[config.mk]
export PLATFORM = sky130hd
export DESIGN_NAME = uart_tx_arbiter
export DESIGN_NICKNAME = d
export VERILOG_FILES = /design/src/rtl/uart_tx_arbiter.sv
export SDC_FILE = /design/constraint.sdc
export NUM_CORES = 1
export LEC_CHECK = 0
export CAP_MARGIN = 20
export CORE_AREA = 2 2 39 41
export CTS_BUF_LIST = sky130_fd_sc_hd__clkbuf_4 sky130_fd_sc_hd__clkbuf_8
export CTS_CLUSTER_SIZE = 40
export DETAILED_ROUTE_END_ITERATION = 7
export DIE_AREA = 0 0 41 43
export DONT_BUFFER_PORTS = 1
export SYNTH_ARGS = -nofsm -noshare
export SYNTH_HDL_FRONTEND = slang
export SYNTH_SLANG_ARGS = --single-unit
[constraint.sdc]
create_clock -name i_clk -period 1.9 [get_ports i_clk]
set_input_delay 0.095 -clock i_clk [delete_from_list [all_inputs] [get_ports i_clk]]
set_output_delay 0.095 -clock i_clk [all_outputs]
set_load 0.02 [all_outputs]
[src/rtl/uart_tx_arbiter.sv]
// Message-granular two-requester arbiter in front of a single UART TX, with a
// one-entry output register. Optional owner-idle timeout: UART_ARB_TIMEOUT_EN.
module uart_tx_arbiter #(
    parameter logic [7:0]  EOL     = 8'h0A,
    parameter int unsigned TIMEOUT = 1024
) (
    input  logic       i_clk,
    input  logic       i_rst_n,
    input  logic       i_a_valid,
    input  logic [7:0] i_a_data,
    output logic       o_a_ready,
    input  logic       i_b_valid,
    input  logic [7:0] i_b_data,
    output logic       o_b_ready,
    output logic       o_tx_valid,
    output logic [7:0] o_tx_data,
    input  logic       i_tx_ready,
    output logic [1:0] o_grant
);

    typedef enum logic [1:0] {IDLE, OWN_A, OWN_B} state_e;

    if (TIMEOUT < 2 || TIMEOUT > 65535) begin : g_bad_timeout
        $error("uart_tx_arbiter: TIMEOUT must be in 2..65535");
    end

    state_e     state_q, state_d;
    logic       last_q, last_d;          // 0 = A, 1 = B owned most recently
    logic       tx_valid_q, tx_valid_d;
    logic [7:0] tx_data_q, tx_data_d;
    logic       slot_free, own_valid, accept, timeout_hit;
    logic [7:0] own_data;

    assign slot_free  = !tx_valid_q || i_tx_ready;
    assign o_a_ready  = (state_q == OWN_A) && slot_free;
    assign o_b_ready  = (state_q == OWN_B) && slot_free;
    assign accept     = (o_a_ready && i_a_valid) || (o_b_ready && i_b_valid);
    assign o_tx_valid = tx_valid_q;
    assign o_tx_data  = tx_data_q;
    assign o_grant    = {state_q == OWN_B, state_q == OWN_A};

    always_comb begin
        own_valid = 1'b0;
        own_data  = i_a_data;
        case (state_q)
            OWN_A:   begin own_valid = i_a_valid; own_data = i_a_data; end
            OWN_B:   begin own_valid = i_b_valid; own_data = i_b_data; end
            default: ;
        endcase
    end

`ifdef UART_ARB_TIMEOUT_EN
    localparam logic [15:0] TO_LAST = 16'(TIMEOUT - 1);
    logic [15:0] idle_cnt_q, idle_cnt_d;

    always_comb begin
        idle_cnt_d = 16'd0;
        if (state_q != IDLE && !own_valid) idle_cnt_d = idle_cnt_q + 16'd1;
    end

    assign timeout_hit = (state_q != IDLE) && !own_valid && (idle_cnt_q == TO_LAST);

    always_ff @(posedge i_clk or negedge i_rst_n) begin
        if (!i_rst_n) idle_cnt_q <= 16'd0;
        else          idle_cnt_q <= idle_cnt_d;
    end
`else
    assign timeout_hit = 1'b0;
`endif

    // A is preferred in IDLE unless it was the last owner and B also waits.
    always_comb begin
        state_d = state_q;
        last_d  = last_q;
        case (state_q)
            IDLE: begin
                if (i_a_valid && (!i_b_valid || last_q)) state_d = OWN_A;
                else if (i_b_valid)                      state_d = OWN_B;
            end
            default: begin
                if ((accept && own_data == EOL) || timeout_hit) begin
                    state_d = IDLE;
                    last_d  = (state_q == OWN_B);
                end
            end
        endcase
    end

    always_comb begin
        tx_valid_d = tx_valid_q;
        tx_data_d  = tx_data_q;
        if (accept) begin
            tx_valid_d = 1'b1;
            tx_data_d  = own_data;
        end else if (tx_valid_q && i_tx_ready) begin
            tx_valid_d = 1'b0;
        end
    end

    always_ff @(posedge i_clk or negedge i_rst_n) begin
        if (!i_rst_n) begin
            state_q    <= IDLE;
            last_q     <= 1'b1;
            tx_valid_q <= 1'b0;
            tx_data_q  <= 8'h00;
        end else begin
            state_q    <= state_d;
            last_q     <= last_d;
            tx_valid_q <= tx_valid_d;
            tx_data_q  <= tx_data_d;
        end
    end

endmodule

Word-level counts from Yosys, hierarchy flattened
Cells that the tools add are included.

Bits in registers: 12. Bits of input ports: 21. Output and inout bits: 13. Word-level logic and storage cells: 33.

Eq/ne operators: 4. Muxes and demuxes: 7. Bitwise operators: 1. Reduce and logical (&&, ||, !) cells: 17.

Operators with widths (count): equality test 8 x 4 -> 1 bit (second input constant) (1); 2-to-1 mux 2 bit (4); 2-to-1 mux 8 bit (1); logical AND 1 bit (7); AND reduction 2 bit (2); nonzero test 2 bit (2); logical OR 1 bit (3); inequality test 3 bit (second input constant) (1); equality test 2 x 1 -> 1 bit (second input constant) (1); equality test 2 bit (second input constant) (1); zero test 1 bit (2); zero test 2 bit (1); 2-to-1 mux 1 bit (2); inverter 1 bit (1).

Logic depth before layout (Yosys ltp)
Gate-level depths: netlist (run 1).

Depth after elaboration: 8. Depth in mapped cells: 5. Gate-level depth less buffers: 4.

Worst setup path after synthesis (run 1)
No wires, ideal clock.

Path kind: reg-to-reg. Start point: register tx_valid_q, in the netlist o_tx_valid. End point: register last_q. Setup time: 0.077 ns. Arrival time: 1.293 ns. Required time: 1.823 ns. Slack: 0.530 ns. Stages on the path, launching flop included: 5. Buffers on the path: 0. Period minus slack after synthesis: 1.370 ns. Path through: dfrtp_1 -> nor2b_1 -> nor2_1 -> and3_1 -> a21o_2.

Word-level cells in the longest chain between the ends: 7. Elaborated cells between the ends (all ways): 9. Classes of those cells: reduce/logical: 9.

Ends and longest elaborated chain: start: declaration (line 29) `logic tx_valid_q, tx_valid_d;`; start signal: assignment (line 109) `tx_valid_q <= tx_valid_d;`; zero test 1 bit (line 34) `assign slot_free = !tx_valid_q || i_tx_ready;`; logical OR 1 bit (line 34); logical AND 1 bit (line 36) `assign o_b_ready = (state_q == OWN_B) && slot_free;`; named net o_b_ready (line 14) `output logic o_b_ready,`; logical AND 1 bit (line 37) `assign accept = (o_a_ready && i_a_valid) || (o_b_ready && i_b_valid);`; logical OR 1 bit (line 37); logical AND 1 bit (line 81) `if ((accept && own_data == EOL) || timeout_hit) begin`; AND reduction 2 bit (no source line); end signal: assignment (line 108) `last_q <= last_d;`; end: declaration (line 28) `logic last_q, last_d;`.

The timed path passes the listed nets, and every way through them passes these cells. A chain may end at the register's enable or synchronous reset.

Worst setup path in the final report (run 1)
Start point: register state_q[1]. End point: register state_q[0].

Word-level cells in the longest chain between the ends: 7. Elaborated cells between the ends (all ways): 15. Classes of those cells: eq/ne: 4; mux: 2; reduce/logical: 9.

Ends and longest elaborated chain: start: declaration (line 27) `state_e state_q, state_d;`; start signal: assignment (line 107) `state_q <= state_d;`; branches (longest 7 deep; another with 2-to-1 mux 8 bit).

Several ways; the timed one is not identified.

==> out/qor.yml, run 1 <==
drt_iter0_drc: 18
cts.sinks: 12
crit_path_top_delay_cell: "dfrtp_1"
critPathTopFamily: "compound AO/OA/AOI/OAI gates"
start_kind: "register"
maxSlewHeadroom_pct: 64.00
syn_area_per_cell_sq_um: 8.811
fin_nets: 115
fp.dieH_um: 43
num_rows: 14
path_cells: "nand3b_1, a21oi_4, nand4_2, a22o_1"
synth.most_common_cell: "nand2_1"
initial_core_util_pct: 45.21
die_w_um: 41
worstSetupPathType: "reg -> reg"
total_power_uw: 885.3
synth-async-reset-ratio_pct: 100.0
worst_skew_pair.late_latency_ns: 0.27
slew_violations: 0
ys_ff_latch: 12
endpoint_kind: "register"
clock.fmax_mhz: 618.3
yosysSeqAreaShare_pct: 48.20
fill_cells: 138
cts_buffers: 3
hold_viol: 0
synth-xor-area-share_pct: 0
cts_setup_buffers: 0
synth-compound-area-share_pct: 14.40
slowest_delay_ns: 0.44
routed_via_density: 5.550
synth_top_family_by_area: "simple AND/OR/NAND/NOR gates"
cts-root-buf: "clkbuf_4"
synth_top_area_share_pct: 44.00
cp.arrival_ns: 1.78
antenna_left: 0
clk_pin_slew_ns: 0.07
netlist_area_sq_um: 625.6
io_pins: 34
vias: 605
drive_above_1_share_pct: 12.90
synth_cell_type_count: 21
final.min_clock_period_ns: 1.617
area_growth_syn_to_layout_pct: 36.60
synth_enable_flop_cells: 0
power.density_nw_per_um2: 1036
postCtsResizedCells: 0
rsz0062_at_grt: "false"
hold_buffers: 18
clock_skew_ns: 0.004674
worst_slew_pin_slew_ns: 0.5382
cts_max_path_buffers: 2
antenna_found_initial: 0
grt_pass1_wl_um: 2428
synth_top_cell_by_area: "dfrtp_1"
drv_cap: 0
cts_tree: "yes"
wl_um: 1618
drcViolationCount: 0
synth.top_cells.by_count: "nand2_1, dfrtp_1, nor2_1, a31oi_1, nor3_1"
routedWlPerCell_um: 14.84
synthMuxAreaShare_pct: 0
synthSimpleGateAreaFrac_pct: 33.60
min_path_type: "in -> reg"
p_leak_nw: 0.3698
grt_max_degree: 19
yosys_warnings: 0
die_area_sq_um: 1763
min_period_over_period_pct: 85.12
critPathBufInv: 0
grt_use_total_pct: 20.69
syn_inst: 71
synth.net_count: 92
status: "complete, no violations"
finalSetupViolations: 0
num_antenna_cells: 0
synth_flop_cell: "dfrtp_1"
grt_pass1_vias: 602
routabilityCongestion: 0.7905
ir_drop_uv: 494.8
cts_max_level: 1
io_buffers: 0
yosys.area_share.adder_pct: 0
core-area_sq_um: 1384
place_hpwl_um: 1100
cp_data_required_time_ns: 2.06
path_max_fanout: 18
finalSetupTns_ns: 0
drtPass1Iterations: 4
overflow: 0
yosys-top-cells-area: "dfrtp_1, nand2_1, a31oi_1"
## flip-flops by register name (all words and copies together), names as in the netlist
register    cells
state_q         2
last_q          1
o_tx_valid      1
o_tx_data       8
## report_power, final
| part | internal, mW | switching, mW |
|---|---|---|
| registers | 0.338 | 0.153 |
| logic | 0.0986 | 0.116 |
| clock network | 0.0955 | 0.0851 |
| total | 0.532 | 0.354 |
## per-layer routing
metal | wire length, um | share of wire (%) | track usage, % | vias up
li1 | - | - | - | 292
met1 | 691 | 43 | 25.25 | 279
met2 | 775 | 48 | 32.19 | 32
met3 | 141 | 8.7 | 3.665 | 2
met4 | 9 | 0.56 | 12.00 | 0
met5 | 0 | 0 | 0 | -
## path summary, 6_finish.rpt
kind                            start  slack, ns  cells past startpoint            to
setup / recovery           state_q[1]       0.28                      4    state_q[0]
hold / removal              i_b_valid       0.03                      2    state_q[1]
setup reg to reg           state_q[1]       0.28                      4    state_q[0]
hold reg to reg                last_q       0.56                      1        last_q
max in group asynchronous     i_rst_n       1.29                      1        last_q
min in group asynchronous     i_rst_n       0.24                      1  o_tx_data[7]
## cell families (layout without fill, tap and decap cells)
family	Yosys count	count (layout)
DFF	12	12
and+or+nand+nor	43	43
AOI/OAI and AO/OA	12	12
buffers and inverters	4	26
## per-stage QoR
step | setup WS (ns) | cell area (sq um) | hold WS [ns] | instances | utilization (%)
finish | 0.2827 | 854.6 | 0.03143 | 109 | 61.75
global route | 0.1671 | 854.6 | 0.05129 | 109 | 61.75
CTS | 0.2784 | 854.6 | 0.02766 | 109 | 61.75
detailed placement | 0.2843 | 644.4 | -0.2003 | 87 | 46.56
global placement | 0.3275 | 644.4 | -0.2003 | 87 | 46.56
floorplan | 0.5303 | 625.6 | -0.2006 | 71 | -
## cell usage in the layout (no fill, tap or decap), drive strengths merged
| cell | synthesis | routed |
|---|---|---|
| dlygate4sd3 | 0 | 18 |
| nand2 | 17 | 17 |
| nor2 | 11 | 11 |
| dfrtp | 11 | 11 |
| a31oi | 9 | 9 |
| nor3 | 4 | 4 |
| clkbuf | 0 | 4 |
| nor2b | 2 | 2 |
| nand3b | 2 | 2 |
| nor4b | 2 | 2 |
| buf | 2 | 2 |
| inv | 2 | 2 |
| nand2b | 1 | 1 |
| a21oi | 1 | 1 |
| nand4 | 1 | 1 |
| a22o | 1 | 1 |
| nand4b | 1 | 1 |
| and3 | 1 | 1 |
| a21o | 1 | 1 |
| or2 | 1 | 1 |
| dfstp | 1 | 1 |
## cell type report
class                           instances  area, sq um  share of cell area (%)
Clock buffer                            4        30.03                   3.514
Inverter                                2        7.507                  0.8785
Multi-Input combinational cell         55        300.3                   35.14
Sequential cell                        12        301.5                   35.29
Tap cell                               16        20.02                   2.343
Timing Repair Buffer                   20        195.2                   22.84
Note: power is estimated with default switching activity, not from simulation.
==> run 2, diff against run 1 <==
- ABC_AREA: default -> 1
- CORE_AREA: 2 2 39 41 -> default
- CORE_UTILIZATION: default -> 55
- DIE_AREA: 0 0 41 43 -> default
- PLACE_DENSITY: default -> 0.7
==> out/qor.yml, run 2 <==
status: "complete, no violations"
io_buffers: 0  # unchanged
total_power_mw: 1.338  # +51%
r2r-start: "state_q[0]"
startpoint: "state_q[0]"
crit_path_top_delay_cell: "dfrtp_1"
ir_drop_uv: 811.1  # +64%
cts_max_path_buffers: 2  # unchanged
p_leak_nw: 0.4228  # +14%
grt_use_total_pct: 22.56  # +1.9 points
drcViolationCount: 0  # unchanged
worst_slew_pin_slew_ns: 0.5428  # +0.004614 ns
cts.sinks: 12  # unchanged
path_max_fanout: 11  # -7
rsz0062_at_grt: "false"
synth_top_area_share_pct: 38.26  # -5.7 points
yosysSeqAreaShare_pct: 41.91  # -6.3 points
finalSetupTns_ns: 0  # unchanged
worst_skew_pair.late_latency_ns: 0.27  # about the same
finalSetupViolations: 0  # unchanged
layout_common_cells: "nand2_1, dfrtp_1, inv_1"
syn_inst: 95  # +34%
path_cells: "inv_2, nand2_4, inv_2, nand3_1, a21oi_2, nand3_4, nand2_1, nand2_1"
synth.most_common_cell: "nand2_1"
wl_um: 1441  # -11%
post-route-util_pct: 70.13  # +8.4 points
num_rows: 12  # -2
synth_flop_cell: "dfrtp_1"
crit_end: "state_q[1]"
synth_top_cell_by_area: "dfrtp_1"
area_growth_syn_to_layout_pct: 12.70
fin_nets: 126  # +9.6%
antenna_found_initial: 0  # unchanged
drt_iter0_drc: 4  # -14
synth_cell_type_count: 20  # -4.8%
worstSetupPathType: "reg -> reg"
grt_pass1_wl_um: 2270  # -6.5%
cts-root-buf: "clkbuf_4"
reg2reg_depth: 8  # +4
min_period_over_period_pct: 81.90  # -3.2 points
synth.net_count: 116  # +26%
cp_data_required_time_ns: 2.06  # about the same
synth_top_family_by_area: "simple AND/OR/NAND/NOR gates"
place_hpwl_um: 1125  # +2.2%
slew_violations: 0  # unchanged
cts_buffers: 3  # unchanged
overflow: 0  # unchanged
synthMuxAreaShare_pct: 0  # unchanged
p_sw_share_pct: 50.57  # +11 points
clock.fmax_mhz: 642.6  # +3.9%
fp.dieH_um: 38.17  # -11%
drive_above_1_share_pct: 22.12  # +9.2 points
synth.top_cells.by_count: "nand2_1, dfrtp_1, inv_1, nor2_1, nand2_2"
cts_tree: "yes"
routabilityCongestion: 0.7237  # -8.5%
die_area_sq_um: 1457  # -17%
routed_via_density: 5.161  # -7.0%
grt_max_degree: 13  # -6
switchingPower_uw: 676.8  # +91%
synthSimpleGateAreaFrac_pct: 40.52  # +6.9 points
routedWlPerCell_um: 12.21  # -18%
min-delay-start: "i_b_data[7]"
yosys_warnings: 0  # unchanged
comb_power_share_pct: 43.1  # +19 points
regToRegSetupSlack_ns: 0.34  # +0.06 ns
cts_max_level: 1  # unchanged
final.min_clock_period_ns: 1.556  # -0.06118 ns
grt_pass1_vias: 556  # -7.6%
synth-xor-area-share_pct: 0  # unchanged
endpoint_kind: "register"
r2r-end: "state_q[1]"
antenna_left: 0  # unchanged
synth-compound-area-share_pct: 8.696  # -5.7 points
yosys-top-cells-area: "dfrtp_1, nand2_1, nand2_2"
initial_core_util_pct: 62.23  # +17 points
largest_reg_flops: 8  # unchanged
postCtsResizedCells: 0  # unchanged
min_path_type: "in -> reg"
io_pins: 34  # unchanged
netlist_area_sq_um: 719.4  # +15%
maxSlewHeadroom_pct: 63.70  # -0.31 points
p_int_uw: 661.6  # +24%
clk_pin_slew_ns: 0.08  # about the same
drtPass1Iterations: 2  # -2
drv_cap: 0  # unchanged
start_kind: "register"
pwr-share-seq_pct: 43.5  # -12 points
syn_area_per_cell_sq_um: 7.573  # -14%
synth-async-reset-ratio_pct: 100.0  # unchanged
yosys.area_share.adder_pct: 0  # unchanged
core-area_sq_um: 1156  # -16%
p_clk_share_pct: 13.4  # -7.0 points
die_w_um: 38.17  # -6.9%
vias: 609  # +0.66%
hold_viol: 0  # unchanged
synth_enable_flop_cells: 0  # unchanged
slowest_delay_ns: 0.42  # -0.02 ns
power.density_nw_per_um2: 1651  # +59%
clock_skew_ns: 0.008710  # +0.004036 ns
cp.arrival_ns: 1.71  # -0.07 ns
num_antenna_cells: 0  # unchanged
ys_ff_latch: 12  # unchanged
final_common_cell: "nand2_1"
## run 2: cell types whose count changed after synthesis, moves of 2 or more
cell     before  now
nand3_1       0    5
nand2_1      17   30
o21ai_0       0    2
nor2_4        0    2
inv_1         1    9
nor2_1       11    7
nor2b_1       2    0
nand2_2       0    6
nor4b_1       2    0
inv_2         1    3
o21ai_1       0    5
nor3_1        4    2
a31oi_1       9    3
## run 2: metrics by stage
step,std cells,worst slack [ns],hold WS [ns],area (sq um)
2_1_floorplan,95,0.5030,-0.2006,719.4
3_3_place_gp,110,0.3950,-0.2004,740.7
3_5_place_dp,110,0.3495,-0.2003,740.7
4_1_cts,118,0.3362,0.008719,810.8
5_1_grt,118,0.1837,0.01488,810.8
6_report,118,0.3439,0.008385,810.8
## run 2: power groups by stage
stage / logic [mW] / clock network [mW] / registers [mW]
2_1_floorplan: 0.493 / 0 / 0.560
3_3_place_gp: 0.558 / 0 / 0.581
3_5_place_dp: 0.568 / 0 / 0.587
4_1_cts: 0.582 / 0.180 / 0.583
5_1_grt: 0.646 / 0.197 / 0.599
6_report: 0.577 / 0.180 / 0.582
## run 2: per-layer routing
layer / part of all wire, % / global-route usage, % / vias up
met5: 0 / 0 / -
met4: 0 / 8.036 / 0
met3: 5.9 / 4.070 / 0
met2: 49 / 37.29 / 22
met1: 45 / 29.15 / 271
li1: - / - / 316
## run 2: final cells by class
cell class                      count  area (sq um)
Multi-Input combinational cell     69         354.1
Fill cell                          91         345.3
Sequential cell                    12         301.5
Timing Repair Buffer                7         62.56
Inverter                           12         45.04
Clock buffer                        4         30.03
Tap cell                           14         17.52
## run 2: critical path: cells and delay by family, from the launching register on
| family | cells | cell delay, ns |
|---|---|---|
| AND/OR/NAND/NOR | 5 | 0.51 |
| AO/OA/AOI/OAI | 1 | 0.22 |
| flip-flops | 1 | 0.42 |
| buffers and inverters | 2 | 0.33 |
## run 2: cell families after synthesis
logic type,after synthesis
AOI/OAI and AO/OA,11
buffers and inverters,14
DFF,12
and+or+nand+nor,58
## run 2: how the worst min path moves through the flow
stage | endpoint | slack [ns] | depth (start not counted)
after detailed placement | o_tx_valid | -0.20 | 0
final | o_tx_data[7] | 0.008 | 2
after CTS | o_tx_data[7] | 0.009 | 2
after global placement | o_tx_valid | -0.20 | 0
after global routing | o_tx_data[7] | 0.01 | 2
after floorplan | o_tx_data[0] | -0.20 | 0
## run 2: what timing repair did
| action | 4_1_cts | 5_1_grt |
|---|---|---|
| hold endpoints to repair | 15 | 0 |
| buffers inserted | 0 | 0 |
| hold buffers | 4 | 0 |
